--- config.mk ---
export PLATFORM = sky130hd
export DESIGN_NAME = tt_um_cybernerd_manchester
export DESIGN_NICKNAME = d
export VERILOG_FILES = /design/src/rtl/manchester_pkg.sv /design/src/rtl/manchester_decoder.sv /design/src/rtl/tt_um_cybernerd_manchester.sv
export SDC_FILE = /design/constraint.sdc
export NUM_CORES = 1
export LEC_CHECK = 0
export ABC_AREA = 1
export CAP_MARGIN = 20
export CORE_AREA = 2 2 74 76
export CTS_BUF_LIST = sky130_fd_sc_hd__clkbuf_16
export DETAILED_ROUTE_END_ITERATION = 16
export DIE_AREA = 0 0 76 78
export GPL_ROUTABILITY_DRIVEN = 0
export PLACE_DENSITY = 0.73
export SLEW_MARGIN = 10
export SYNTH_ARGS = -nofsm -noshare
export SYNTH_HDL_FRONTEND = slang
export SYNTH_HIERARCHICAL = 1
export SYNTH_SLANG_ARGS = --single-unit
--- constraint.sdc ---
create_clock -name clk -period 1.47 [get_ports clk]
set_input_delay 0.2205 -clock clk [delete_from_list [all_inputs] [get_ports clk]]
set_output_delay 0.2205 -clock clk [all_outputs]
set_load 0.02 [all_outputs]
--- src/rtl/manchester_pkg.sv ---
// Shared constants and state types for the Manchester encoder/decoder pair.
package manchester_pkg;

  localparam int HALF_BIT_DEF = 8;
  localparam int FRAME_BITS   = 9;
  localparam int FRAME_HALVES = 2 * FRAME_BITS;

  typedef enum logic {TX_IDLE, TX_SEND} tx_state_t;
  typedef enum logic [1:0] {RX_IDLE, RX_SAMPLE, RX_WAIT_LOW} rx_state_t;

  function automatic int cnt_w(input int half_bit);
    return (half_bit < 2) ? 1 : $clog2(half_bit);
  endfunction

endpackage

--- src/rtl/manchester_decoder.sv ---
// Manchester receiver: 2-flop synchronizer, start-edge detect and a mid-half
// sampling FSM that checks both halves of each data bit.
module manchester_decoder
  import manchester_pkg::*;
#(
  parameter int HALF_BIT = HALF_BIT_DEF
) (
  input  logic       clk,
  input  logic       rst,
  input  logic       rx_in,
  output logic [7:0] rx_data,
  output logic       rx_valid,
  output logic       rx_error
);

  localparam int            CW        = cnt_w(HALF_BIT);
  localparam logic [CW-1:0] PH_MID    = CW'(HALF_BIT / 2);
  localparam logic [CW-1:0] PH_LAST   = CW'(HALF_BIT - 1);
  localparam logic [4:0]    HALF_LAST = 5'(FRAME_HALVES - 2);

  rx_state_t     state, state_nxt;
  logic          sync_p0, sync_p1, prev_p2;
  logic [CW-1:0] ph;
  logic [4:0]    hidx;
  logic          a_bit;
  logic [6:0]    shift;
  logic          edge_det, at_mid, samp_a, samp_b, bit_err, last_bit;

  // Stage p0/p1: synchronizer; stage p2: previous synchronized level
  always_ff @(posedge clk or posedge rst) begin
    if (rst) begin
      sync_p0 <= 1'b0;
      sync_p1 <= 1'b0;
      prev_p2 <= 1'b0;
    end else begin
      sync_p0 <= rx_in;
      sync_p1 <= sync_p0;
      prev_p2 <= sync_p1;
    end
  end

  always_ff @(posedge clk or posedge rst) begin
    if (rst) state <= RX_IDLE;
    else     state <= state_nxt;
  end

  always_comb begin
    state_nxt = state;
    unique case (state)
      RX_IDLE:     if (edge_det) state_nxt = RX_SAMPLE;
      RX_SAMPLE:   if (bit_err || last_bit) state_nxt = RX_WAIT_LOW;
      RX_WAIT_LOW: if (!sync_p1) state_nxt = RX_IDLE;
      default:     state_nxt = RX_IDLE;
    endcase
  end

  // Odd half index = first half of a data bit (A), even = second half (B)
  always_comb begin
    edge_det = (state == RX_IDLE) && sync_p1 && !prev_p2;
    at_mid   = (ph == PH_MID) && (hidx != 5'd0);
    samp_a   = (state == RX_SAMPLE) && at_mid && hidx[0];
    samp_b   = (state == RX_SAMPLE) && at_mid && !hidx[0];
    bit_err  = samp_b && (sync_p1 == a_bit);
    last_bit = samp_b && (hidx == HALF_LAST);
  end

  always_ff @(posedge clk or posedge rst) begin
    if (rst) begin
      ph       <= '0;
      hidx     <= '0;
      rx_data  <= '0;
      rx_valid <= 1'b0;
      rx_error <= 1'b0;
    end else if (edge_det) begin
      ph       <= CW'(1);
      hidx     <= '0;
      rx_valid <= 1'b0;
      rx_error <= 1'b0;
    end else if (state == RX_SAMPLE) begin
      if (ph == PH_LAST) begin
        ph   <= '0;
        hidx <= hidx + 5'd1;
      end else begin
        ph <= ph + CW'(1);
      end
      if (bit_err) begin
        rx_error <= 1'b1;
      end else if (last_bit) begin
        rx_data  <= {shift, sync_p1};
        rx_valid <= 1'b1;
      end
    end
  end

  always_ff @(posedge clk) begin
    if (samp_a) a_bit <= sync_p1;
    if (samp_b) shift <= {shift[5:0], sync_p1};
  end

endmodule

--- src/rtl/tt_um_cybernerd_manchester.sv ---
// Full-duplex IEEE 802.3 Manchester transceiver: inline frame encoder plus
// the manchester_decoder receiver, packed onto the Tiny Tapeout pin map.
module tt_um_cybernerd_manchester
  import manchester_pkg::*;
#(
  parameter int HALF_BIT = HALF_BIT_DEF
) (
  input  logic       clk,
  input  logic       rst_n,
  input  logic       ena,
  input  logic [7:0] ui_in,
  input  logic [7:0] uio_in,
  output logic [7:0] uio_out,
  output logic [7:0] uio_oe,
  output logic [7:0] uo_out
);

  localparam int            CW       = cnt_w(HALF_BIT);
  localparam logic [CW-1:0] PH_LAST  = CW'(HALF_BIT - 1);
  localparam logic [4:0]    HALF_END = 5'(FRAME_HALVES - 1);

  tx_state_t     tx_state, tx_state_nxt;
  logic [CW-1:0] tx_ph;
  logic [4:0]    tx_half;
  logic [8:0]    tx_shift;
  logic          tx_start_ok, tx_half_end, tx_frame_end, tx_load;
  logic          tx_out, tx_busy;
  logic [7:0]    rx_data;
  logic          rx_valid, rx_error;
  logic          unused_uio;

  assign unused_uio = &{1'b0, uio_in[7:2]};

  always_ff @(posedge clk or posedge rst_n) begin
    if (rst_n) tx_state <= TX_IDLE;
    else       tx_state <= tx_state_nxt;
  end

  // A start held across the last frame cycle reloads without a gap
  always_comb begin
    tx_start_ok  = ena && uio_in[0];
    tx_half_end  = (tx_state == TX_SEND) && (tx_ph == PH_LAST);
    tx_frame_end = tx_half_end && (tx_half == HALF_END);
    tx_load      = tx_start_ok && ((tx_state == TX_IDLE) || tx_frame_end);
    tx_state_nxt = tx_state;
    unique case (tx_state)
      TX_IDLE: if (tx_start_ok) tx_state_nxt = TX_SEND;
      TX_SEND: if (tx_frame_end && !tx_start_ok) tx_state_nxt = TX_IDLE;
      default: tx_state_nxt = TX_IDLE;
    endcase
  end

  always_comb begin
    tx_busy = (tx_state == TX_SEND);
    tx_out  = tx_busy && (tx_half[0] ? tx_shift[8] : !tx_shift[8]);
  end

  always_ff @(posedge clk or posedge rst_n) begin
    if (rst_n) begin
      tx_ph   <= '0;
      tx_half <= '0;
    end else if (tx_load) begin
      tx_ph   <= '0;
      tx_half <= '0;
    end else if (tx_half_end) begin
      tx_ph   <= '0;
      tx_half <= tx_half + 5'd1;
    end else if (tx_state == TX_SEND) begin
      tx_ph <= tx_ph + CW'(1);
    end
  end

  // Start bit sits in bit 8; shift once per completed bit (after odd half)
  always_ff @(posedge clk) begin
    if (tx_load)                        tx_shift <= {1'b1, ui_in};
    else if (tx_half_end && tx_half[0]) tx_shift <= {tx_shift[7:0], 1'b0};
  end

  manchester_decoder #(
    .HALF_BIT(HALF_BIT)
  ) u_decoder (
    .clk     (clk),
    .rst     (rst_n),
    .rx_in   (uio_in[1]),
    .rx_data (rx_data),
    .rx_valid(rx_valid),
    .rx_error(rx_error)
  );

  assign uio_out = {2'b00, rx_error, rx_valid, tx_busy, tx_out, 2'b00};
  assign uio_oe  = 8'b1111_1100;
  assign uo_out  = rx_data;

endmodule

==> metrics.txt, run 1 <==
status complete, but fails checks; failing checks negative setup slack; wire per inst 12.5 um; Avg Inst Size Synth 9.63 um2; RSZ-0062 raised after global routing true; Syn Inst Count 245; Startpoint Class register; Main synth FF type dfrtp_1; Clk pin slew, worst setup/hold paths 0.06 ns; Post-Synth Simple-Gate Area 24.5%; Fin. Hold Viols 0; Post-DP Area 2830 um2; Placed Cells 354; commonest cells after routing, fill and taps aside nand2_1, dfrtp_1, nand3_1; Cell Count, Final, Fillers Out 375; main combinational cell family by area after synthesis simple AND/OR/NAND/NOR gates; first-pass GRT wire length 7930 um; Core Region 5040 um2; # DRC 0; drt pass-1 iters 4; ANT cells 0; Die Ht 78 um; Netlist cell types 28; Slew Limit Fails 0; DR vias/cell 4.72; XOR/XNOR Fraction of Synth Area 1.11%; Tmin final 1.56 ns; Worst Skew 0.00285 ns; Arr. time, crit path 1.57 ns; Routed Antenna Nets 0; Initial Utilization 46.8%; via count 1770; Worst-Skew Late Latency 0.29 ns; Synth area leader dfrtp_1; post-route clock period utilization 106%; mapped cell area 2360 um2; Final nets 332; post-synthesis mux area share 0%; fin area 3350 um2; Pwr Total 5.13 mW; initial antenna violation count 0; site row count 26; total routed wirelength 4690 um; IO Port Bufs 24; critical path class register to register; GR Util All Layers 16.9%; HP Class input pin to async pin; Critical Path Sink Type register; Clock H-tree levels 2; WP data required 1.47 ns; layout cells sized above 1 36.1%; HPWL Detailed 3020 um; Num CTS Buffers 5; pin count of the biggest net entering global routing 24; Core Util, Final 66.4%; Starting DRT DRC Count 85; Crit Path Max Fanout 9; ranking of synthesized cells by area dfrtp_1, edfxtp_1, nand2_1, nand3_1, buf_4; Area Growth Syn to Fin 41.9%; sequential fraction of the synthesis area 55.2%; Overflow after GRT 0; Peak supply drop 1.05 mV; final setup margin -0.0945 ns; compound-cell area share of the yosys netlist 3.98%; ys async rst share 65.3%; Synth Area in Adders 4.77%; top-area cell type share of the netlist area 34.0%; maxcap violations 0; CTS tree built; flops & latches, synth 49; final setup fails 32; number of global-route vias before repair 1775; Post-synth EDFFs 16; Die ar. 5930 um2; power per cell area 1530 nW/um2; Max clock buf depth 2; io pins 43; Die W 76 um; Root Driver clkbuf_16; Leakage 1.65 nW; Yosys warnings 6; # clock sinks 49; Max Clk Rate 639 MHz
state kept, by name, summed over array words and instances (netlist names):
register            count
u_decoder/ph            3
u_decoder/state         2
tx_half                 5
u_decoder/hidx          5
tx_shift                9
u_decoder/rx_error      1
u_decoder/rx_data       8
u_decoder/a_bit         1
tx_busy                 1
u_decoder/prev_p2       1
u_decoder/sync_p1       1
u_decoder/rx_valid      1
u_decoder/shift         7
u_decoder/sync_p0       1
tx_ph                   3
what timing repair did:
action | in CTS | in global routing
endpoints found under the setup margin | 45 | 51
buffers inserted | 3 | 12
gates cloned | 1 | 0
resized for setup | 31 | 48
hold endpoints to repair | 0 | 0
pin swaps | 8 | 12
hold buffers | 0 | 0
path summary, 6_finish.rpt:
check                                            startpoint  cells past startpoint  slack, ns                       endpoint
worst max-delay path                   tx_ph[0]$_DFFE_PP0P_                      9      -0.09          tx_shift[3]$_DFFE_PP_
worst min-delay path                                  rst_n                      2       0.22         tx_half[1]$_DFFE_PP0P_
worst max register to register         tx_ph[0]$_DFFE_PP0P_                      9      -0.09          tx_shift[3]$_DFFE_PP_
worst min register to register  u_decoder/sync_p0$_DFF_PP0_                      0       0.36    u_decoder/sync_p1$_DFF_PP0_
max in group asynchronous                             rst_n                      3       0.91  u_decoder/hidx[0]$_DFFE_PP0P_
min in group clk                u_decoder/sync_p0$_DFF_PP0_                      0       0.36    u_decoder/sync_p1$_DFF_PP0_
critical path, stage by stage (launching register included):
cell	delay [ns]
dfrtp_1	0.35
ha_2	0.19
ha_4	0.14
nand2_4	0.06
inv_4	0.06
nand3_4	0.06
nand2_4	0.12
nand2_8	0.08
buf_12	0.13
nand2_8	0.08
area by class of cell:
| cell class | count | area (um2) |
|---|---|---|
| sequential | 49 | 1300 |
| multi-input combinational | 161 | 1080 |
| clock inverter | 3 | 42.5 |
| inverter | 29 | 116 |
| clock buffer | 5 | 125 |
| timing repair buffer | 58 | 588 |
| tap | 70 | 87.6 |
| fill | 378 | 1700 |
stage by stage:
step / worst slack, ns / hold slack (ns) / setup TNS (ns)
after CTS: -0.0954 / 0.238 / -1.69
after global placement: -0.0799 / 0.335 / -0.780
after floorplan: -0.0103 / 0.0484 / -0.0718
final: -0.0945 / 0.224 / -1.89
after detailed placement: -0.0741 / 0.347 / -1.29
after global routing: -0.144 / 0.271 / -4.02
cells by family (layout without fill, tap and decap cells):
group / Yosys count / in the layout
compound gates: 17 / 17
other cells: 2 / 12
flops: 49 / 49
simple gates: 119 / 120
buf+inv: 46 / 95
xor+xnor: 3 / 3
fa+ha+maj: 9 / 9
power breakdown:
group	switching [mW]	internal, mW
registers	0.200	1.72
logic	1.04	0.890
clock network	0.484	0.799
total	1.72	3.41
Yosys cell counts (2+ instances only):
cell type	number
xor2_1	2
edfxtp_1	16
nand2_2	5
dfrtp_1	32
o21ai_0	8
ha_1	9
buf_4	16
nand2_1	55
nor2_4	3
inv_1	26
nand3_1	29
a21oi_1	6
conb_1	2
nand2_4	2
nor2_1	18
nand4_1	2
inv_2	3
metal layers:
layer | part of all wire [%] | vias up | track usage (%)
li1 | - | 882 | -
met1 | 42 | 852 | 19.5
met2 | 53 | 30 | 30.7
met3 | 3.6 | 6 | 5.12
met4 | 1.0 | 0 | 4.36
met5 | 0 | - | 0
Note: power is estimated with default switching activity, not from simulation.
==> inputs of run 2 (changes only) <==
--- a/constraint.sdc
+++ b/constraint.sdc
@@ -3,2 +3,2 @@
 set_output_delay 0.2205 -clock clk [all_outputs]
-set_load 0.02 [all_outputs]
+set_load 0.005 [all_outputs]
==> run 2 against run 1 <==
The flow still finishes with violations (negative setup slack). Final area decreased by 2.8%. Die area is the same. Sequential power barely moved. Fmax increased by 0.51%. Critical path depth up 1. Combinational power is 3% lower. Final cell count stayed put. Largest power group is now sequential cells.
==> metrics.txt, run 2 (synthesized netlist as in run 1, its figures left out) <==
Cell Chain, Critical Path ha_2 -> ha_4 -> nand2_4 -> inv_4 -> nand3_4 -> nand2_4 -> nand2_8 -> buf_6 -> nand2_2 -> nand2_2; max FFs per register 9 (unchanged); number of global-route vias before repair 1650 (-7.0%); # DRC 0 (unchanged); FILL cells 404 (+6.9%); Final nets 332 (unchanged); layout cells sized above 1 36.1% (unchanged); Die Ht 78 um (unchanged); Critical Path Sink Type register; ANT cells 0 (unchanged); Num CTS Buffers 5 (unchanged); power per cell area 1510 nW/um2 (-1.7%); Max Clk Rate 642 MHz (+0.51%); pin count of the biggest net entering global routing 24 (unchanged); failing checks negative setup slack; Overflow after GRT 0 (unchanged); maxcap violations 0 (unchanged); Core Util, Final 64.5% (-1.9 points); drt pass-1 iters 4 (unchanged); Regs by FF count tx_shift (9), u_decoder/rx_data (8), u_decoder/shift (7); Routed Antenna Nets 0 (unchanged); Area Growth Syn to Fin 37.9%; grt met2 use 27.4% (-3.3 points); via count 1776 (+0.34%); Leakage 1.46 nW (-11%); Startpoint Class register; CP peak stage delay 0.35 ns (about the same); met3 usage 3.84% (-1.3 points); Pwr Total 4.90 mW (-4.5%); Starting DRT DRC Count 49 (-42%); commonest non-fill, non-tap cell in the layout nand2_1; Clk pin slew, worst setup/hold paths 0.06 ns (about the same); GR Util All Layers 14.9% (-2.0 points); fin area 3250 um2 (-2.8%); Arr. time, crit path 1.60 ns (+0.03 ns); met1 Track Usage GR 17.0% (-2.5 points); Max clock buf depth 2 (unchanged); Fin Setup TNS -1.59 ns (+0.295 ns); pre-CTS setup slack -0.0965 ns (-0.0224 ns); final setup margin -0.0865 ns (+0.00798 ns); final setup fails 37 (+16%); Biggest register tx_shift; Worst-Skew Late Latency 0.28 ns (about the same); site row count 26 (unchanged); status complete, but fails checks; Die ar. 5930 um2 (unchanged); Initial Utilization 46.8% (unchanged); Post-DP Area 2810 um2 (-0.88%); Worst Skew 0.00367 ns (+0.000813 ns); RSZ-0062 raised after global routing true; WP data required 1.52 ns (+0.05 ns); io pins 43 (unchanged); wire per inst 12.1 um (-3.7%); HP Class input pin to async pin; Core Region 5040 um2 (unchanged); total routed wirelength 4520 um (-3.7%); Fin. Hold Viols 0 (unchanged); post-route clock period utilization 106% (-0.54 points); first-pass GRT wire length 7130 um (-10%); Root Driver clkbuf_16; commonest cells after routing, fill and taps aside nand2_1, dfrtp_1, buf_4; Slew Limit Fails 0 (unchanged); CTS tree built; Clock H-tree levels 2 (unchanged); slowest CP cell dfrtp_1; Crit Path Max Fanout 8 (-1); critical path class register to register; Peak supply drop 0.714 mV (-32%); Tmin final 1.56 ns (-0.00798 ns); IO Port Bufs 24 (unchanged); initial antenna violation count 0 (unchanged); busiest grt layer met2; HPWL Detailed 2890 um (-4.1%); Die W 76 um (unchanged); CP Buf/Inv Count 2 (unchanged); # clock sinks 49 (unchanged); Top delay family on crit path simple AND/OR/NAND/NOR gates; DR vias/cell 4.74 (+0.34%)
-- run 2: per-stage QoR --
stage,cells,hold WS [ns]
2_1_floorplan,255,0.0484
3_3_place_gp,354,0.335
3_5_place_dp,354,0.347
4_1_cts,367,0.234
5_1_grt,375,0.269
6_report,375,0.230
-- run 2: worst paths after layout --
check | slack (ns) | start | cells past startpoint | to
setup / recovery | -0.09 | tx_ph[1]$_DFFE_PP0P_ | 10 | tx_shift[3]$_DFFE_PP_
max in group asynchronous | 0.92 | rst_n | 3 | u_decoder/hidx[0]$_DFFE_PP0P_
hold reg to reg | 0.36 | u_decoder/sync_p0$_DFF_PP0_ | 0 | u_decoder/sync_p1$_DFF_PP0_
hold / removal | 0.23 | rst_n | 2 | tx_half[4]$_DFFE_PP0P_
min in group clk | 0.36 | u_decoder/sync_p0$_DFF_PP0_ | 0 | u_decoder/sync_p1$_DFF_PP0_
setup reg to reg | -0.09 | tx_ph[1]$_DFFE_PP0P_ | 10 | tx_shift[3]$_DFFE_PP_
-- run 2: final cells by class --
type | count | area [um2] | area share, %
flip-flops and latches | 49 | 1300 | 40.0
multi-input cells | 161 | 1080 | 33.1
repair buffers | 58 | 524 | 16.1
clock buffers | 5 | 125 | 3.85
inverters | 29 | 119 | 3.65
well taps | 70 | 87.6 | 2.69
clock inverters | 3 | 18.8 | 0.577
-- run 2: power breakdown --
group | leakage (nW) | internal (mW) | switching (mW)
Combinational | 0.834 | 0.903 | 0.982
Sequential | 0.562 | 1.72 | 0.196
Clock | 0.0672 | 0.624 | 0.480
-- run 2: layer usage --
layer  part of all wire, %  up-vias
met5                     0        -
met4                   1.0        0
met3                   3.7        6
met2                    52       30
met1                    43      853
li1                      -      887
-- run 2: repair_timing --
action / in CTS / in global routing
hold buffers: 0 / 0
buffers inserted: 6 / 8
cloned: 0 / 1
setup endpoints to repair: 39 / 47
gates resized for setup: 14 / 52
pin swaps: 5 / 22
